**src/rtl/fetch_unit.sv**
```systemverilog
// Instruction fetch stage: PC register, one-entry output register, BUBBLE/FETCH/HALT control.
// One cycle from PC to if_*; id_ready=0 holds pc and output register with zero-latency backpressure.
module fetch_unit #(
  parameter int WIDTH = 32,
  parameter int N = 6,
  parameter logic [WIDTH-1:0] RESET_PC = '0
) (
  input  logic             clk,
  input  logic             rst_n,
  output logic [WIDTH-1:0] imem_addr,
  input  logic [WIDTH-1:0] imem_rd,
  input  logic             redirect,
  input  logic [WIDTH-1:0] redirect_pc,
  input  logic             halt_req,
  input  logic             resume,
  input  logic             id_ready,
  output logic             if_valid,
  output logic [WIDTH-1:0] if_instr,
  output logic [WIDTH-1:0] if_pc,
  output logic [WIDTH-1:0] if_pc_plus4,
  output logic             misalign_err,
  output logic             range_err,
  output logic [WIDTH-1:0] fetch_count
);

  typedef enum logic [1:0] {
    BUBBLE = 2'd0,
    FETCH  = 2'd1,
    HALT   = 2'd2
  } state_t;

  state_t           state, state_nxt;
  logic [WIDTH-1:0] pc;
  logic [WIDTH-1:0] pc_plus4;
  logic             redirect_ok;
  logic             pc_oor;
  logic             slot_free;
  logic             do_load;
  logic             set_range;

  assign imem_addr   = pc;
  assign pc_plus4    = pc + {{(WIDTH-3){1'b0}}, 3'd4};
  // A misaligned target is dropped entirely; only the sticky flag records it.
  assign redirect_ok = redirect && (redirect_pc[1:0] == 2'b00);
  assign pc_oor      = |pc[WIDTH-1:N+2];
  assign slot_free   = !if_valid || id_ready;

  always_ff @(posedge clk or negedge rst_n) begin
    if (!rst_n) state <= BUBBLE;
    else        state <= state_nxt;
  end

  always_comb begin
    state_nxt = state;
    do_load   = 1'b0;
    set_range = 1'b0;
    case (state)
      BUBBLE: state_nxt = FETCH;
      FETCH: begin
        if (!redirect_ok) begin
          if (halt_req) begin
            state_nxt = HALT;
          end else if (slot_free) begin
            if (pc_oor) set_range = 1'b1;
            else        do_load   = 1'b1;
          end
        end
      end
      HALT: begin
        // A redirect while halted only retargets the pc; fetching stays off.
        if (!redirect_ok && resume) state_nxt = FETCH;
      end
      default: state_nxt = BUBBLE;
    endcase
  end

  always_ff @(posedge clk or negedge rst_n) begin
    if (!rst_n) begin
      pc           <= RESET_PC;
      if_valid     <= 1'b0;
      if_instr     <= '0;
      if_pc        <= '0;
      if_pc_plus4  <= '0;
      misalign_err <= 1'b0;
      range_err    <= 1'b0;
      fetch_count  <= '0;
    end else begin
      if (redirect && !redirect_ok) misalign_err <= 1'b1;
      if (set_range)                range_err    <= 1'b1;
      if (redirect_ok) begin
        pc       <= redirect_pc;
        if_valid <= 1'b0;
      end else if (do_load) begin
        if_instr    <= imem_rd;
        if_pc       <= pc;
        if_pc_plus4 <= pc_plus4;
        if_valid    <= 1'b1;
        pc          <= pc_plus4;
        fetch_count <= fetch_count + {{(WIDTH-1){1'b0}}, 1'b1};
      end else if (id_ready) begin
        if_valid <= 1'b0;
      end
    end
  end

endmodule
```
**config.mk**
```make
export PLATFORM = sky130hd
export DESIGN_NAME = fetch_unit
export DESIGN_NICKNAME = d
export VERILOG_FILES = /design/src/rtl/fetch_unit.sv
export SDC_FILE = /design/constraint.sdc
export NUM_CORES = 1
export LEC_CHECK = 0
export BUFFER_PORTS_ARGS = -buffer_cell sky130_fd_sc_hd__buf_2
export CAP_MARGIN = 10
export CELL_PAD_IN_SITES_DETAIL_PLACEMENT = 0
export CELL_PAD_IN_SITES_GLOBAL_PLACEMENT = 2
export CORE_UTILIZATION = 31
export CTS_BUF_LIST = sky130_fd_sc_hd__clkbuf_16
export DETAILED_ROUTE_END_ITERATION = 12
export PLACE_DENSITY_LB_ADDON = 0.2
export SYNTH_ARGS = -nofsm -noshare
export SYNTH_HDL_FRONTEND = slang
export SYNTH_SLANG_ARGS = --single-unit
```
**constraint.sdc**
```tcl
create_clock -name clk -period 2.35 [get_ports clk]
set_input_delay 0.235 -clock clk [delete_from_list [all_inputs] [get_ports clk]]
set_output_delay 0.235 -clock clk [all_outputs]
set_load 0.005 [all_outputs]
```
Yosys cells after proc, flatten, opt, wreduce, memory -nomap -nowiden. Cells that the tools add are included. Widths: inputs -> output; s select.

Memories: 0. Input port bits: 70. Memory bits (read-only): 0. Register bits: 165. Logic and storage cells: 49. Bits in latches: 0. Bits in writable memories: 0.

Multiply operators: 0. $lt $le $gt $ge: 0. $add $sub $neg: 2. Multiplexer cells: 19. Div/mod/pow operators: 0. Bitwise operators: 1. Equal/unequal tests: 5. Shifts and indexed selects: 0. Reduce and logical (&&, ||, !) cells: 13.

Operators with widths (count): $mux 32 (2); $add 32x1->32 const B (1); $add 32x3->32 const B (1); $reduce_or 24->1 (1); $mux 1 (13); $mux 2 (3); $ne 2x2->1 const B (3); $pmux 2 s3 (1); $logic_not 2->1 (2); $logic_and 1x1->1 (3); $reduce_and 3->1 (1); $reduce_bool 3->1 (1); $eq 2x1->1 const B (1); $eq 2x2->1 const B (1); $logic_not 1->1 (2); $reduce_and 2->1 (1); $reduce_bool 2->1 (1); $logic_or 1x1->1 (1); $not 1->1 (1).

Depth between registers and ports, before layout. Gate-level depths: netlist of run 1.

Depth in word-level cells: 8. Depth in mapped cells: 7. Depth with buffers taken out: 5.

Worst setup path after synthesis of run 1. Ideal clock, no wire load.

Path type: flip-flop to flip-flop. Start point: register pc[18] (netlist: imem_addr[18]). End point: register if_pc[0]. Data arrival time: 1.913 ns. Library setup time: 0.125 ns. Setup slack: 0.312 ns. Path buffers: 2. Required time: 2.225 ns. Cell stages (with the launch flop): 7. Cells stage by stage: dfrtp_1 nor4_1 nand4_2 nor3_2 buf_4 buf_6 mux2_2.

Longest elaborated chain between the ends: 7.

RTL lines: from (decl) (RTL line 33) `logic [WIDTH-1:0] pc;`; from (signal assigned) (RTL line 91) `pc <= redirect_pc;`; from (signal assigned) (RTL line 98) `pc <= pc_plus4;`; $reduce_or 24->1 (RTL line 45) `assign pc_oor = |pc[WIDTH-1:N+2];`; $mux 1 (RTL line 64) `if (pc_oor) set_range = 1'b1;`; $mux 1 (RTL line 63) `end else if (slot_free) begin`; $mux 1 (RTL line 61) `if (halt_req) begin`; $mux 1 (RTL line 60) `if (!redirect_ok) begin`; $mux 1 (RTL line 57) `case (state)`; $reduce_and 2->1 (no line); to (signal assigned) (RTL line 95) `if_pc <= pc;`; to (decl) (RTL line 19) `output logic [WIDTH-1:0] if_pc,`.

Every way passes these cells. A chain may end at the register's enable or synchronous reset.

Worst setup path in the final report of run 1.
Start point: register pc[8] (netlist: imem_addr[8]). End point: register fetch_count[27].

Longest elaborated chain between the ends: 7.

RTL lines: $reduce_or 24->1 (RTL line 45); $mux 1 (RTL line 64); $mux 1 (RTL line 63); $mux 1 (RTL line 61); $mux 1 (RTL line 60); $mux 1 (RTL line 57); $reduce_and 2->1 (no line); to (signal assigned) (RTL line 99) `fetch_count <= fetch_count + {{(WIDTH-1){1'b0}}, 1'b1};`; to (decl) (RTL line 23) `output logic [WIDTH-1:0] fetch_count`.

Every way passes these cells.

==> metrics.txt, run 1 <==
Max-slew headroom=about 64%; layout cells sized above 1=41.2%; Vias/cell=approximately 4.4; Slew Viols, Final=0; status=complete, no violations; post-CTS setup buffers=0; Core Area=around 0.02 mm²; drt drc=0; number of library cell types mapped by synthesis=38; RSZ-0062 raised after global routing=no; number of synthesized flops with an enable pin=0; Max VDD drop=between 0.4 and 0.5 mV; Mapped Area=approximately 0.0064 mm²; flip-flop and latch count after synthesis=approximately 160; clock skew=around 0.014 ns; TritonCTS Buffers=17; leak pwr=4.65 nW; Synth Net Count=around 590; fin crit period=2.16 ns; critical path class=reg2reg; design area=0.00873 mm²; GRT overflow=0; Worst path max stage delay=approximately 0.44 ns; detailed-route wire length=16,000 µm; Seq/Total Area, Yosys=about 64%; Mapped Cells=about 520; Synth Warn #=0; port bufs=roughly 230; Placed Area=between 0.007 and 0.008 mm²; commonest non-fill, non-tap cell in the layout=buf_2; top_reg_cell synth=dfrtp_1; 1st-iter DRT viols=about 180; largest net degree at the start of global routing=59; hpwl dp=approximately 12,000 µm; CP Capture Type=register; WL met2=7660 µm; Highest Signal Layer=met4; clk_lat worst skew=roughly 0.43 ns; final net count=approximately 850; synthesis-to-finish area growth=36.8%; Starting Density=31.5%; Die X=145 µm; Die H=between 100 and 150 µm; wire per inst=15.0 µm; Die ar.=roughly 0.021 mm²; Max Cap Viol=0; measured slew at the worst slew-check pin=0.537 ns; # H-tree levels=4; clk sinks=163; Placer Congestion=0.763; CP max stage cell=dfrtp_1; asr flop ratio synth=between 90% and 100%; metal3 WL=~850 µm; Total GRT Usage=about 16%; Fin. Hold Viols=0; Tot Pwr=roughly 0.0065 W; Syn Area/Cell=around 12 µm²; Vias=4,664; Max Buffers Root-to-Sink=2; IO Pins=233; commonest non-fill, non-tap cells in the layout=231 x buf_2, 163 x dfrtp_1, 89 x nand2_1; Fin Setup TNS=0 ns; CP Data Required Time=~2.7 ns; Final setup viols=0; CTS tree=yes; clock slew at reported path FFs=roughly 0.07 ns; Antenna Nets Post-Route=0; final core occ=~43%; clock root cell=clkbuf_16; period utilization=~90%; first-pass GRT wire length=about 27,000 µm; Peak Freq=about 460 MHz; row count=52; crit-path max FO=8; Met1 Wirelength=7210 µm; worst hold-check path type=in2reg; initial antenna violation count=1; Power Density=740 mW/mm²; number of global-route vias before repair=between 4,000 and 5,000; First-pass DRT Iterations=4; Worst Path Arrival=around 2.5 ns; critical path, cell by cell=nor4_1 -> nand4_2 -> buf_4 -> nor4_4 -> nand4_1 -> xnor2_1; CP Launch Type=register; Fin Hold WS=about 0.017 ns
-- synth_stat cells (7+ instances only) --
cell type | count | area (µm²)
nand3_1 | 19 | 95.1
nor4_1 | 9 | 56.3
xnor2_1 | 38 | 333
mux2_2 | 42 | 473
nand4_1 | 10 | 62.6
nand2_1 | 89 | 334
clkbuf_1 | 9 | 33.8
and3_1 | 8 | 50.1
buf_2 | 9 | 45.0
nor2b_1 | 50 | 313
dfrtp_1 | 163 | 4080
nor2_1 | 11 | 41.3
o21ai_0 | 7 | 35.0
-- logic make-up (layout without fill, tap and decap cells) --
kind of cell             count (synthesis)  after routing  synth area share, %
flip-flops                             163            163                 63.9
multiplexers                            44             44                 7.73
AO/OA/AOI/OAI                           17             17                 1.43
XOR/XNOR                                41             41                 5.63
adder cells (fa/ha/maj)                  2              2                0.392
buffers and inverters                   27            303                 2.24
AND/OR/NAND/NOR                        223            223                 18.7
other                                    0              2                    0
-- layer usage --
layer	track usage, %	vias up
li1	-	2247
met1	20.8	2255
met2	25.4	142
met3	4.48	20
met4	6.79	0
met5	0	-
-- worst paths after layout --
check                                         start                           to  slack, ns  depth (start not counted)
hold reg to reg            misalign_err$_DFFE_PN0P_     misalign_err$_DFFE_PN0P_       0.47                          1
setup / recovery           imem_addr[8]$_DFFE_PN0P_  fetch_count[27]$_DFFE_PN0P_       0.19                          6
setup reg to reg           imem_addr[8]$_DFFE_PN0P_  fetch_count[27]$_DFFE_PN0P_       0.19                          6
min in group asynchronous                     rst_n  if_pc_plus4[14]$_DFFE_PN0P_       0.35                          2
hold / removal                       redirect_pc[6]     imem_addr[6]$_DFFE_PN0P_       0.02                          3
max in group asynchronous                     rst_n     if_instr[30]$_DFFE_PN0P_       1.28                          3
-- report_power, final --
part | switching [W] | internal (W) | total [W]
sequential | 0.000133 | 0.00297 | 0.00310
combinational | 0.000303 | 0.000308 | 0.000611
clock | 0.00117 | 0.00157 | 0.00274
total | 0.00161 | 0.00485 | 0.00646
-- registers in the layout, summed over array words and instances, names as in the netlist --
name          flops
state             2
if_valid          1
imem_addr        32
if_pc_plus4      30
if_instr         32
if_pc            32
fetch_count      32
range_err         1
misalign_err      1
-- through the flow --
stage	setup WS [ns]	instances
4_1_cts	0.0663	1063
3_5_place_dp	0.0858	1008
3_3_place_gp	0.0285	1008
6_report	0.193	1065
5_1_grt	0.0288	1064
2_1_floorplan	0.312	517
-- worst max-delay path, delay by kind of cell (launching register included) --
family | cells | cell delay (ns)
xor gates and xnor gates | 1 | 0.15
buffers and inverters | 1 | 0.23
DFF | 1 | 0.44
and+or+nand+nor | 4 | 1.22
-- layout make-up --
type | instances | area (µm²)
fill | 1978 | 11500
sequential | 163 | 4080
multi-input combinational | 327 | 2180
timing repair buffer | 269 | 1540
clock buffer | 17 | 425
tap | 270 | 338
clock inverter | 15 | 155
inverter | 2 | 7.51
antenna | 2 | 5.00
-- what timing repair did --
item | 4_1_cts | 5_1_grt
hold buffers | 23 | 0
gates resized for setup | 0 | 1
hold endpoints to repair | 74 | 0
endpoints found under the setup margin | 0 | 55
(Power assumes the default switching activity.)
==> run 2: changes to the inputs <==
--- a/config.mk
+++ b/config.mk
@@ -5,11 +5,12 @@
 export SDC_FILE = /design/constraint.sdc
 export NUM_CORES = 1
 export LEC_CHECK = 0
+export ABC_AREA = 1
 export BUFFER_PORTS_ARGS = -buffer_cell sky130_fd_sc_hd__buf_2
 export CAP_MARGIN = 10
 export CELL_PAD_IN_SITES_DETAIL_PLACEMENT = 0
 export CELL_PAD_IN_SITES_GLOBAL_PLACEMENT = 2
-export CORE_UTILIZATION = 31
+export CORE_UTILIZATION = 28
 export CTS_BUF_LIST = sky130_fd_sc_hd__clkbuf_16
 export DETAILED_ROUTE_END_ITERATION = 12
 export PLACE_DENSITY_LB_ADDON = 0.2
==> run 2 against run 1 <==
  * Power increased by 4.2%
  * Highest routed layer unchanged
  * Final area increased by 8.6%
  * Clock skew decreased by 0.0013 ns
  * Critical path type unchanged
  * Largest cell class unchanged
  * Via count increased by 26%
  * Setup slack improved by 0.074 ns
==> metrics.txt, run 2 <==
Reg2Reg Capture Point=fetch_count[25]$_DFFE_PN0P_; CTS resizes=0; Antenna Nets Post-Route=0; top cells by area, synth=dfrtp_1 60%, nand2_1 17%, nor2_1 6.1%, inv_1 4.7%, nand3_1 2.5%; First-pass DRT Iterations=4; period utilization=88.6%; final net count=between 1,000 and 1,500; # H-tree levels=4; Peak Freq=roughly 480 MHz; Slew Viols, Final=0; top_reg_cell synth=dfrtp_1; critical path, cell by cell=nor2_1 -> nand2_1 -> nor2_1 -> nand3_1 -> nor2_4 -> buf_12 -> nand2_1 -> o21ai_1 -> nand2_1; number of global-route vias before repair=just under 6,000; GR Util met2=24.8%; met3 usage=about 5.4%; Non-Filler Instances=between 1,000 and 1,500; Die X=~160 µm; number of library cell types mapped by synthesis=28; leak pwr=between 5 and 6 nW; WHS Path Cells=3; Fin Hold WS=between 0.01 and 0.015 ns; R2R cell count=9; 1st-iter DRT viols=roughly 250; antenna fix cells=0; detailed-route wire length=approximately 19,000 µm; layout cells sized above 1=around 26%; top-area cell type share of the netlist area=between 50% and 60%; Worst path max stage delay=around 0.4 ns; wire per inst=between 10 and 15 µm; RSZ-0062 raised after global routing=no; Top Usage Layer GRT=met2; CP Buf/Inv Count=1; largest area contributor in the netlist=dfrtp_1; Fillers=2,499; Top cell by count, worst path=nand2_1; flip-flop and latch count after synthesis=roughly 160; clock root cell=clkbuf_16; count leader, synth=nand2_1; synthesis-to-finish area growth=38.4%; TritonCTS Buffers=17; Max Buffers Root-to-Sink=2; clock slew at reported path FFs=~0.06 ns; Total GRT Usage=around 16%; largest net degree at the start of global routing=~110; first-pass GRT wire length=just over 30,000 µm; Syn Area/Cell=around 8.5 µm²; cts hold-fix bufs=48; Synth top cells by count=310 x nand2_1, 163 x dfrtp_1, 111 x nor2_1, 86 x inv_1, 34 x nand3_1; Hold Path End=imem_addr[29]$_DFFE_PN0P_; CTS tree=yes; Vias=roughly 5,900; GRT overflow=0; CP Capture Type=register; worst r2r src=imem_addr[26]$_DFFE_PN0P_; commonest non-fill, non-tap cells in the layout=310 x nand2_1, 231 x buf_2, 163 x dfrtp_1; clk sinks=163; clock skew=0.0123 ns; Synth Net Count=between 800 and 900; post-CTS setup buffers=0; Core Area=0.0238 mm²; row count=56; Fin Setup TNS=0 ns; met1 usage=between 20% and 30%; critical path class=reg2reg; Fin. Hold Viols=0; Die ar.=approximately 0.025 mm²; commonest non-fill, non-tap cell in the layout=nand2_1; Power Density=roughly 710 mW/mm²; CP delay by family, top=simple AND/OR/NAND/NOR gates; drt drc=0; Mapped Area=0.00685 mm²; CP Launch Type=register; Max VDD drop=between 0.3 and 0.4 mV; register cell area after layout=between 0.004 and 0.005 mm²; Vias/cell=around 4.1; Mapped Cells=around 810; fin crit period=between 2 and 2.5 ns; number of synthesized flops with an enable pin=0; Max Cap Viol=0; Die H=between 150 and 200 µm; asr flop ratio synth=100%; Final setup viols=0; Placer Congestion=0.748; Synth Warn #=0; status=complete, no violations; worst hold-check path type=in2reg; initial antenna violation count=0; crit-path max FO=112; hpwl dp=between 10,000 and 15,000 µm; Multi-input gate area=0.00227 mm²; placed cell count=between 1,000 and 1,500; measured slew at the worst slew-check pin=0.801 ns; Starting Density=28.8%; Max-slew headroom=46.6%; Hold Startpoint=redirect_pc[29]; clk_lat worst skew=between 0.4 and 0.5 ns; Seq/Total Area, Yosys=approximately three fifths; CP max stage cell=dfrtp_1; port bufs=~230; CP Data Required Time=between 2 and 3 ns; flop2flop setup slack=~0.27 ns; IO Pins=between 200 and 250; Worst Path Arrival=2.40 ns
-- run 2: cell count changes after synthesis, moves of 8 or more --
cell / change
nand2_1: +221
inv_1: +84
xor2_1: +9
xnor2_1: -27
nand3_1: +15
nor2_1: +100
and3_1: -8
mux2_2: -42
nor2b_1: -50
-- run 2: worst min-delay path, cell delays in order --
cell and delay, ns:
buf_2 0.08, nand2_1 0.04, nand2_1 0.05
-- run 2: power breakdown --
part	switching, W	leakage [nW]	total [W]	internal [W]
registers	0.000121	1.95	0.00309	0.00296
clock network	0.00127	0.302	0.00298	0.00171
logic	0.000345	3.00	0.000660	0.000316
-- run 2: layout make-up --
| class | instances | share of cell area, % |
|---|---|---|
| multi-input combinational | 525 | 23.9 |
| timing repair buffer | 292 | 18.8 |
| clock inverter | 14 | 2.02 |
| clock buffer | 17 | 4.49 |
| sequential | 163 | 43.0 |
| inverter | 90 | 3.56 |
| tap | 319 | 4.21 |
-- run 2: cell families (layout without fill, tap and decap cells) --
| family | after synthesis | in the layout | share of synthesized area (%) |
|---|---|---|---|
| simple gates | 483 | 483 | 28.4 |
| flops | 163 | 163 | 59.5 |
| buf+inv | 118 | 413 | 7.38 |
| xor+xnor | 23 | 23 | 2.94 |
| compound gates | 17 | 17 | 1.39 |
| fa+ha+maj | 2 | 2 | 0.365 |
-- run 2: worst max-delay path by stage --
stage / endpoint / depth (start not counted) / startpoint
after global placement: fetch_count[21]$_DFFE_PN0P_ / 9 / state[1]$_DFFE_PN0P_
after global routing: fetch_count[25]$_DFFE_PN0P_ / 9 / imem_addr[26]$_DFFE_PN0P_
after detailed placement: fetch_count[21]$_DFFE_PN0P_ / 9 / state[1]$_DFFE_PN0P_
final: fetch_count[25]$_DFFE_PN0P_ / 9 / imem_addr[26]$_DFFE_PN0P_
after floorplan: fetch_count[24]$_DFFE_PN0P_ / 10 / fetch_count[0]$_DFFE_PN0P_
after CTS: fetch_count[21]$_DFFE_PN0P_ / 9 / state[1]$_DFFE_PN0P_
-- run 2: metal layers --
layer  wire length [µm]  vias up
li1                   -     2996
met1               8600     2724
met2               8920      132
met3               1330       15
met4                182        0
met5                  0        -
-- run 2: stage by stage --
step	total power, W	instance area, µm²	util [%]	worst slack (ns)
floorplan	0.00341	6850	-	0.735
global placement	0.00375	8370	35.2	0.145
detailed placement	0.00375	8370	35.2	0.230
CTS	0.00686	9470	39.9	0.221
global route	0.00710	9480	39.9	0.0471
finish	0.00673	9480	39.9	0.268
